[src/rtl/alu_comm_pkg.sv]
// Shared ALU library package: divider FSM state type and counter sizing helper.
package alu_comm_pkg;

    typedef enum logic [1:0] {IDLE, CALC, DONE} div_state_e;

    function automatic int unsigned calc_cnt_width(int unsigned width);
        return $clog2(width);
    endfunction

endpackage

[src/rtl/alu_div_step.sv]
// One restoring-division iteration: shift in the next dividend bit, trial-subtract, restore.
module alu_div_step #(
    parameter int unsigned WIDTH = 32
) (
    input  logic [WIDTH:0]   part_rem,
    input  logic             next_bit,
    input  logic [WIDTH-1:0] divisor,
    output logic [WIDTH:0]   new_rem,
    output logic             quo_bit
);

    logic [WIDTH+1:0] shifted;
    logic [WIDTH+1:0] diff;

    always_comb begin
        shifted = {part_rem, next_bit};
        diff    = shifted - {2'b00, divisor};
        // Non-negative trial result keeps the subtraction and yields a 1 bit.
        quo_bit = ~diff[WIDTH+1];
        new_rem = quo_bit ? diff[WIDTH:0] : shifted[WIDTH:0];
    end

endmodule

[src/rtl/alu_seq_div.sv]
// Iterative radix-2 restoring divider, one quotient bit per cycle.
// Signed operation is compiled in only when ALU_DIV_SIGNED_EN is defined.
module alu_seq_div
    import alu_comm_pkg::*;
#(
    parameter int unsigned WIDTH = 32
) (
    input  logic             clk,
    input  logic             rst_n,
    input  logic             in_valid,
    output logic             in_ready,
    input  logic [WIDTH-1:0] dividend,
    input  logic [WIDTH-1:0] divisor,
    input  logic             is_signed,
    output logic             out_valid,
    input  logic             out_ready,
    output logic [WIDTH-1:0] quotient,
    output logic [WIDTH-1:0] remainder,
    output logic             div_by_zero
);

    localparam int unsigned CntW = calc_cnt_width(WIDTH);

    div_state_e       state_q, state_d;
    logic [WIDTH:0]   rem_q;
    logic [WIDTH-1:0] dvd_q;
    logic [WIDTH-1:0] dsr_q;
    logic [CntW-1:0]  cnt_q;
    logic             neg_quo_q, neg_rem_q;
    logic [WIDTH-1:0] quo_q, rmd_q;
    logic             dbz_q;

    logic [WIDTH-1:0] mag_a, mag_b;
    logic             neg_quo_d, neg_rem_d;
    logic [WIDTH:0]   step_rem;
    logic             step_bit;
    logic [WIDTH-1:0] fin_quo, fin_rem;

    alu_div_step #(
        .WIDTH (WIDTH)
    ) u_step (
        .part_rem (rem_q),
        .next_bit (dvd_q[WIDTH-1]),
        .divisor  (dsr_q),
        .new_rem  (step_rem),
        .quo_bit  (step_bit)
    );

`ifdef ALU_DIV_SIGNED_EN
    always_comb begin
        mag_a     = dividend;
        mag_b     = divisor;
        neg_quo_d = 1'b0;
        neg_rem_d = 1'b0;
        if (is_signed) begin
            if (dividend[WIDTH-1]) mag_a = -dividend;
            if (divisor[WIDTH-1])  mag_b = -divisor;
            neg_quo_d = dividend[WIDTH-1] ^ divisor[WIDTH-1];
            neg_rem_d = dividend[WIDTH-1];
        end
    end
`else
    logic unused_is_signed;
    assign unused_is_signed = is_signed;
    assign mag_a            = dividend;
    assign mag_b            = divisor;
    assign neg_quo_d        = 1'b0;
    assign neg_rem_d        = 1'b0;
`endif

    // Final quotient/remainder as produced by the last iteration, with sign fix-up.
    always_comb begin
        fin_quo = {dvd_q[WIDTH-2:0], step_bit};
        fin_rem = step_rem[WIDTH-1:0];
`ifdef ALU_DIV_SIGNED_EN
        if (neg_quo_q) fin_quo = -fin_quo;
        if (neg_rem_q) fin_rem = -fin_rem;
`endif
    end

    always_ff @(posedge clk) begin
        if (!rst_n) begin
            state_q <= IDLE;
        end else begin
            state_q <= state_d;
        end
    end

    always_comb begin
        state_d = state_q;
        unique case (state_q)
            IDLE: if (in_valid) state_d = (divisor == '0) ? DONE : CALC;
            CALC: if (cnt_q == '0) state_d = DONE;
            DONE: if (out_ready) state_d = IDLE;
            default: state_d = IDLE;
        endcase
    end

    always_comb begin
        in_ready  = (state_q == IDLE);
        out_valid = (state_q == DONE);
    end

    always_ff @(posedge clk) begin
        if (!rst_n) begin
            rem_q     <= '0;
            dvd_q     <= '0;
            dsr_q     <= '0;
            cnt_q     <= '0;
            neg_quo_q <= 1'b0;
            neg_rem_q <= 1'b0;
            quo_q     <= '0;
            rmd_q     <= '0;
            dbz_q     <= 1'b0;
        end else begin
            unique case (state_q)
                IDLE: begin
                    if (in_valid) begin
                        rem_q     <= '0;
                        dvd_q     <= mag_a;
                        dsr_q     <= mag_b;
                        cnt_q     <= CntW'(WIDTH - 1);
                        neg_quo_q <= neg_quo_d;
                        neg_rem_q <= neg_rem_d;
                        if (divisor == '0) begin
                            quo_q <= '1;
                            rmd_q <= dividend;
                            dbz_q <= 1'b1;
                        end
                    end
                end
                CALC: begin
                    rem_q <= step_rem;
                    dvd_q <= {dvd_q[WIDTH-2:0], step_bit};
                    cnt_q <= cnt_q - 1'b1;
                    if (cnt_q == '0) begin
                        quo_q <= fin_quo;
                        rmd_q <= fin_rem;
                        dbz_q <= 1'b0;
                    end
                end
                default: ;
            endcase
        end
    end

    assign quotient    = quo_q;
    assign remainder   = rmd_q;
    assign div_by_zero = dbz_q;

endmodule

[config.mk]
export PLATFORM = sky130hd
export DESIGN_NAME = alu_seq_div
export DESIGN_NICKNAME = d
export VERILOG_FILES = /design/src/rtl/alu_comm_pkg.sv /design/src/rtl/alu_div_step.sv /design/src/rtl/alu_seq_div.sv
export SDC_FILE = /design/constraint.sdc
export NUM_CORES = 1
export LEC_CHECK = 0
export CORE_UTILIZATION = 55
export DETAILED_ROUTE_END_ITERATION = 10
export GPL_TIMING_DRIVEN = 0
export PLACE_DENSITY = 0.81
export SYNTH_ARGS = -nofsm -noshare
export SYNTH_HDL_FRONTEND = slang
export SYNTH_SLANG_ARGS = --single-unit
[constraint.sdc]
create_clock -name clk -period 3.42 [get_ports clk]
set_clock_uncertainty 0.2 [all_clocks]
set_input_delay 0.684 -clock clk [delete_from_list [all_inputs] [get_ports clk]]
set_output_delay 0.684 -clock clk [all_outputs]
set_load 0.05 [all_outputs]
==> results of run 1 <==
worst paths after layout:
kind	slack, ns	endpoint	start	cells past startpoint
worst min-delay path	0.25	dsr_q[11]	dsr_q[11]	2
worst max-delay path	0.04	remainder[8]	dsr_q[26]	13
worst min register to register	0.25	dsr_q[11]	dsr_q[11]	2
worst max register to register	0.04	remainder[8]	dsr_q[26]	13
layout by cell type, fill, tap and decap left out, types with 5 or more instances in the layout:
| cell | synthesis | final |
|---|---|---|
| nand2_1 | 190 | 190 |
| dfxtp_1 | 169 | 169 |
| clkdlybuf4s50_1 | 0 | 133 |
| a21oi_1 | 85 | 83 |
| nor3_1 | 73 | 73 |
| o21ai_0 | 72 | 72 |
| clkbuf_1 | 70 | 65 |
| nor2_1 | 56 | 56 |
| inv_1 | 40 | 40 |
| nand3_1 | 38 | 38 |
| a31oi_1 | 38 | 36 |
| ha_1 | 34 | 34 |
| a21o_1 | 27 | 27 |
| o21ai_1 | 19 | 18 |
| xnor2_1 | 18 | 18 |
| clkbuf_16 | 0 | 17 |
| o221ai_1 | 16 | 16 |
| mux2i_1 | 24 | 15 |
| xor2_1 | 13 | 13 |
| nand2b_1 | 12 | 12 |
| nand4_1 | 12 | 12 |
| o211ai_1 | 10 | 10 |
| nor4_1 | 10 | 10 |
| or3_1 | 9 | 9 |
| and3_1 | 8 | 7 |
| a311oi_1 | 6 | 6 |
| buf_1 | 6 | 6 |
| clkinv_4 | 0 | 6 |
| and2_1 | 5 | 5 |
| nor2b_1 | 5 | 5 |
| a211o_1 | 5 | 5 |
| mux2i_4 | 0 | 5 |
| o21a_1 | 5 | 5 |
| buf_2 | 5 | 5 |
final cells by class:
type / instances / area [sq um] / share of cell area [%]
timing repair buffer: 137 / 1361 / 12.18
clock buffer: 17 / 425.4 / 3.807
clock inverter: 15 / 145.1 / 1.299
tap: 211 / 264.0 / 2.362
buffer: 86 / 404.1 / 3.616
sequential: 169 / 3383 / 30.27
multi-input combinational: 833 / 5039 / 45.09
inverter: 41 / 153.9 / 1.377
cell usage after synthesis (8+ instances only):
cell type	instances
a21o_1	27
a21oi_1	85
a31oi_1	38
and3_1	8
clkbuf_1	70
dfxtp_1	169
ha_1	34
inv_1	40
mux2i_1	24
nand2_1	190
nand2b_1	12
nand3_1	38
nand4_1	12
nor2_1	56
nor3_1	73
nor4_1	10
o211ai_1	10
o21ai_0	72
o21ai_1	19
o221ai_1	16
or3_1	9
xnor2_1	18
xor2_1	13
cells by family after synthesis:
kind of cell	after synthesis
adder cells (fa/ha/maj)	35
AND/OR/NAND/NOR	429
flip-flops	169
buffers and inverters	128
XOR/XNOR	31
AO/OA/AOI/OAI	314
multiplexers	24
state kept, by name, indices dropped and copies added (netlist names):
name         count
state_q          2
rem_q           33
remainder       32
quotient        32
dsr_q           32
div_by_zero      1
dvd_q           32
cnt_q            5
critical path, cell delays in order (launching register included):
cell	delay, ns
dfxtp_1	0.33
inv_1	0.05
ha_1	0.26
clkbuf_1	0.30
nand4_1	0.18
nor2_1	0.27
nand2_1	0.11
a211o_1	0.29
and2_4	0.17
o211a_4	0.28
buf_12	0.16
buf_16	0.17
mux2i_2	0.28
o221ai_1	0.17
routing by layer:
layer,up-vias,wire (um),global-route usage (%)
met2,528,12670,54.72
met1,4250,11910,46.90
met5,-,0,0
met3,86,2886,6.819
li1,4324,-,-
met4,0,1071,13.70
repair_timing:
action	CTS	global route
pin swaps	1	7
buffers inserted	0	4
gates resized for setup	4	32
endpoints found under the setup margin	11	53
hold buffers	0	0
metrics by stage:
| step | setup TNS [ns] | hold WS (ns) | std cells | setup slack, ns |
|---|---|---|---|---|
| 6_report | 0 | 0.2546 | 1509 | 0.04456 |
| 5_1_grt | -0.02826 | 0.2747 | 1509 | -0.01513 |
| 4_1_cts | -0.1302 | 0.2575 | 1506 | -0.03721 |
| 3_5_place_dp | -9.433 | 0.2481 | 1474 | -0.3306 |
| 3_3_place_gp | -9.800 | 0.2438 | 1474 | -0.3160 |
| 2_1_floorplan | 0 | 0.2363 | 1130 | 0.3669 |
power by group through the flow:
stage               clock, mW  sequential [mW]  combinational, mW
floorplan                   0             2.60               3.11
global placement            0             2.43               4.45
detailed placement          0             2.43               4.49
CTS                      1.89             2.39               4.60
global route             1.99             2.43               5.44
finish                   1.89             2.41               5.16
==> metrics.yaml, run 1 <==
run_status: "finished, final reports clean"
ys_warn_count: 0
dp_hpwl_um: 21300
synth_seq_cells: 169
dieArea_sq_um: 16560
netlist_area_sq_um: 8827
p_sw_share_pct: 43.23
synth_compound_gate_area_share_pct: 22.64
antenna_found_initial: 0
clk_pin_slew_ns: 0.07
grt_overflow: 0
slew_headroom_pct: 47.10
cp.arrival_ns: 3.46
yosysSeqAreaShare_pct: 38.33
synth_top_area_cell: "dfxtp_1"
areaGrowthSynthToFinish_pct: 26.61
grtUsageTotal_pct: 34.76
seqPwrFrac_pct: 25.5
slew_violations: 0
dieHeight_um: 128.7
vias: 9188
syn_inst: 1130
worstMarginPinSlew_ns: 0.7935
dominantRegCellSynth: "dfxtp_1"
core_area_sq_um: 15430
num-fill-cells: 1275
finalSetupViolations: 0
cts_buffers: 17
initial_core_util_pct: 57.22
grt_max_degree: 17
drc: 0
cts.path.max_buffers: 2
synth_mux_area_share_pct: 2.721
ant_nets: 0
root_buffer: "clkbuf_16"
synth_area_leaders: "dfxtp_1 (38%), nand2_1 (8.1%), a21oi_1 (4.8%)"
nets: 1389
post-route-min-period_ns: 3.375
first_iter_violations: 1064
drv_cap: 0
synthArstFlopShare_pct: 0
pwr-share-comb_pct: 54.5
syn-num-nets: 1234
p_leak_nw: 4.096
synth-simple-area-share_pct: 22.07
yosysTopAreaCellShare_pct: 38.33
timing.fmax_ghz: 0.2963
grt_pass1_wl_um: 44240
die_w_um: 128.7
synth_top_family_by_area: "compound AO/OA/AOI/OAI gates"
cts.sink_count: 169
synth.avg_cell_area_sq_um: 7.812
drive_above_1_share_pct: 6.317
final_area_sq_um: 11180
cp-start-kind: "flop"
rows: 45
postLayoutCoreUtil_pct: 72.44
wl_um: 28540
cts_tree: "yes"
firstDrtPassIters: 5
io_pins: 136
port_buffers: 133
synth_cell_types: 66
synthAdderAreaFrac_pct: 5.046
synth-xor-area-share_pct: 3.076
cp-end-kind: "flop"
power.internal_mw: 5.370
vias_per_cell: 6.089
htree_levels: 4
n_antenna_cell: 0
p_clk_share_pct: 20.0
gp_congestion: 0.9527
synth-edff-count: 0
switching_power_mw: 4.090
placed_cell_area_sq_um: 10420
powerDensity_nw_per_um2: 846.5
peakVddDrop_mv: 0.5509
hp-class: "reg -> reg"
grt_pass1_vias: 8358
final-hold-violation-count: 0
finalCritPeriodShare_pct: 98.70
finalPower_mw: 9.460
cp.required_ns: 3.50
critPathKind: "reg -> reg"
wl_per_cell_um: 18.91
cp_max_fo: 10
clk_latency_ns: 0.44
Power figures use the tool's default switching activity.
==> run 2, diff against run 1 <==
--- a/config.mk
+++ b/config.mk
@@ -6,6 +6,7 @@
 export NUM_CORES = 1
 export LEC_CHECK = 0
 export CORE_UTILIZATION = 55
+export CTS_CLUSTER_DIAMETER = 100
 export DETAILED_ROUTE_END_ITERATION = 10
 export GPL_TIMING_DRIVEN = 0
 export PLACE_DENSITY = 0.81
==> results of run 2 <==
The final DEF is identical to that of run 1; final timing and power are the same.
==> run 3, diff against run 2 <==
--- a/config.mk
+++ b/config.mk
@@ -5,11 +5,12 @@
 export SDC_FILE = /design/constraint.sdc
 export NUM_CORES = 1
 export LEC_CHECK = 0
-export CORE_UTILIZATION = 55
+export CORE_UTILIZATION = 49
 export CTS_CLUSTER_DIAMETER = 100
 export DETAILED_ROUTE_END_ITERATION = 10
+export GPL_ROUTABILITY_DRIVEN = 0
 export GPL_TIMING_DRIVEN = 0
-export PLACE_DENSITY = 0.81
+export PLACE_DENSITY = 0.77
 export SYNTH_ARGS = -nofsm -noshare
 export SYNTH_HDL_FRONTEND = slang
 export SYNTH_SLANG_ARGS = --single-unit
==> constraint.sdc (replaced) <==
create_clock -name clk -period 2.8 [get_ports clk]
set_clock_uncertainty 0.2 [all_clocks]
set_input_delay 0.56 -clock clk [delete_from_list [all_inputs] [get_ports clk]]
set_output_delay 0.56 -clock clk [all_outputs]
set_load 0.05 [all_outputs]
==> metrics.yaml, run 3 (same netlist as run 1, synthesis figures left out) <==
cp_max_fo: 5  # was 10
rows: 48  # was 45
critPathKind: "reg -> reg"  # unchanged
holdPathStages: 2  # unchanged
crit_chain: "inv_4 -> ha_4 -> inv_2 -> fa_2 -> a211o_1 -> a211oi_4 -> o31ai_4 -> a31oi_4 -> o21ai_4 -> a41o_1 -> buf_4 -> nor4b_2 -> o21ai_1 -> o211ai_1"  # was inv_1 -> ha_1 -> clkbuf_1 -> nand4_1 -> nor2_1 -> nand2_1 -> a211o_1 -> and2_4 -> o211a_4 -> buf_12 -> buf_16 -> mux2i_2 -> o221ai_1
powerDensity_nw_per_um2: 1222  # was 846.5 nW/um^2
slew_headroom_pct: 40.52  # was 47.10%
antenna_found_initial: 0  # unchanged
dp_hpwl_um: 20700  # was 21300 um
vias: 9801  # was 9188
worst_slack_ns: -0.5627  # was 0.04456 ns
cts.path.max_buffers: 2  # unchanged
layout_common_cells: "nand2_1 (184), dfxtp_1 (146), clkdlybuf4s50_1 (133)"  # was nand2_1 (190), dfxtp_1 (169), clkdlybuf4s50_1 (133)
peakVddDrop_mv: 0.8365  # was 0.5509 mV
mostFrequentLayoutCell: "nand2_1"  # unchanged
timing.fmax_ghz: 0.2974  # was 0.2963 GHz
dieArea_sq_um: 18560  # was 16560 sq um
largest_reg_flops: 33  # unchanged
areaGrowthSynthToFinish_pct: 40.74  # was 26.61%
cp_slowest_cell: "dfxtp_4"  # was dfxtp_1
dp.cells: 1488  # was 1474
cts.sink_count: 169  # unchanged
r2r_end: "rem_q[28]"  # was remainder[8]
drc: 0  # unchanged
n_antenna_cell: 0  # unchanged
cts_tree: "yes"  # unchanged
crit_family: "compound AO/OA/AOI/OAI gates"  # unchanged
post-route-min-period_ns: 3.363  # was 3.375 ns
grt_overflow: 0  # unchanged
cts_hold_buf: 0  # unchanged
nets: 1432  # was 1389
drv_cap: 0  # unchanged
htree_levels: 4  # unchanged
reg2reg_depth: 14  # was 13
final_area_sq_um: 12420  # was 11180 sq um
placed_cell_area_sq_um: 10470  # was 10420 sq um
hold_slack_ns: 0.2539  # was 0.2546 ns
cp-start-kind: "flop"  # unchanged
crit_buf_inv: 3  # was 4
drive_above_1_share_pct: 17.60  # was 6.317%
ant_nets: 0  # unchanged
wl_per_cell_um: 20.56  # was 18.91 um
r2r_start: "dvd_q[31]"  # was dsr_q[26]
root_buffer: "clkbuf_16"  # unchanged
worstMarginPinSlew_ns: 0.8923  # was 0.7935 ns
final-hold-violation-count: 0  # unchanged
port_buffers: 133  # unchanged
slew_violations: 0  # unchanged
wl_um: 32190  # was 28540 um
grt_max_degree: 19  # was 17
dieHeight_um: 136.2  # was 128.7 um
clk_latency_ns: 0.44  # about the same
finalPower_mw: 15.18  # was 9.460 mW
tns_ns: -25.75  # was 0 ns
cp-end-kind: "flop"  # unchanged
initial_core_util_pct: 50.68  # was 57.22%
clk_pin_slew_ns: 0.07  # about the same
stdcell_count: 1566  # was 1509
cts_buffers: 17  # unchanged
finalSetupViolations: 67  # was 0
rsz0062_at_grt: "true"
die_w_um: 136.2  # was 128.7 um
r2r_slack_ns: -0.56  # was 0.04 ns
run_status: "finished, violations left"  # was finished, final reports clean
p_leak_nw: 4.532  # was 4.096 nW
core_area_sq_um: 17420  # was 15430 sq um
firstDrtPassIters: 6  # was 5
cp.arrival_ns: 3.51  # was 3.46 ns
grt_pass1_vias: 9268  # was 8358
vias_per_cell: 6.259  # was 6.089
regMostFlops: "rem_q"  # unchanged
max_stage_delay_ns: 0.38  # was 0.33 ns
hold-path-endpoint: "dsr_q[19]"  # was dsr_q[11]
hp-class: "reg -> reg"  # unchanged
first_iter_violations: 1093  # was 1064
finalCritPeriodShare_pct: 120.1  # was 98.70%
io_pins: 136  # unchanged
crit_cells: 14  # was 13
cp.required_ns: 2.95  # was 3.50 ns
grtUsageTotal_pct: 34.25  # was 34.76%
violations: "setup timing"
hp-start: "dsr_q[19]"  # was dsr_q[11]
grt_pass1_wl_um: 48620  # was 44240 um
==> run 3: changes by cell type in the layout (fill, tap and decap cells not counted), sizes merged <==
cell	change
clkinv	-6
buf	+49
inv	+6
clkinvlp	-1
clkbuf	-5
==> run 3: worst min-delay path, delay by kind of cell, from the launching register on <==
kind               cells  cell delay [ns]
and+or+nand+nor        1             0.05
AOI/OAI and AO/OA      1             0.05
DFF                    1             0.32
==> run 3: layout make-up <==
| cell class | instances | area (sq um) |
|---|---|---|
| clock buffers | 18 | 439.2 |
| multi-input cells | 833 | 5638 |
| repair buffers | 186 | 1877 |
| fillers | 1259 | 4994 |
| flip-flops and latches | 169 | 3422 |
| plain buffers | 80 | 439.2 |
| clock inverters | 14 | 170.2 |
| inverters | 41 | 156.4 |
| well taps | 225 | 281.5 |
==> run 3: timing repair <==
action,4_1_cts,5_1_grt
gates cloned,4,0
gates resized for setup,192,28
buffers inserted,41,9
pin swaps,33,20
setup endpoints to repair,100,108
==> run 3: worst max path at each step <==
stage | startpoint | slack, ns | to
2_1_floorplan | dvd_q[31] | -0.12 | remainder[28]
3_3_place_gp | divisor[31] | -1.14 | remainder[11]
3_5_place_dp | divisor[31] | -1.09 | remainder[5]
4_1_cts | dvd_q[31] | -0.34 | remainder[28]
5_1_grt | dvd_q[31] | -0.68 | rem_q[28]
6_report | dvd_q[31] | -0.56 | rem_q[28]
==> run 3: report_power, final <==
| group | internal, mW | leakage (nW) | total [mW] | switching (mW) |
|---|---|---|---|---|
| sequential | 2.71 | 1.39 | 3.02 | 0.307 |
| clock | 1.31 | 0.298 | 2.47 | 1.16 |
| combinational | 4.74 | 2.84 | 9.69 | 4.96 |
| total | 8.76 | 4.53 | 15.2 | 6.42 |
==> run 3: layer usage <==
layer  vias to the layer above  track usage, %  wire length (um)
met5                         -               0                 0
met4                         0           23.09              2245
met3                       195           7.271              3285
met2                       675           56.60             14680
met1                      4522           39.72             11980
li1                       4409               -                 -
==> run 3: per-stage QoR <==
| step | setup slack [ns] | util (%) |
|---|---|---|
| after floorplan | -0.1217 | - |
| after global placement | -1.140 | 60.13 |
| after detailed placement | -1.088 | 60.13 |
| after CTS | -0.3428 | 70.45 |
| after global routing | -0.6814 | 71.33 |
| final | -0.5627 | 71.33 |
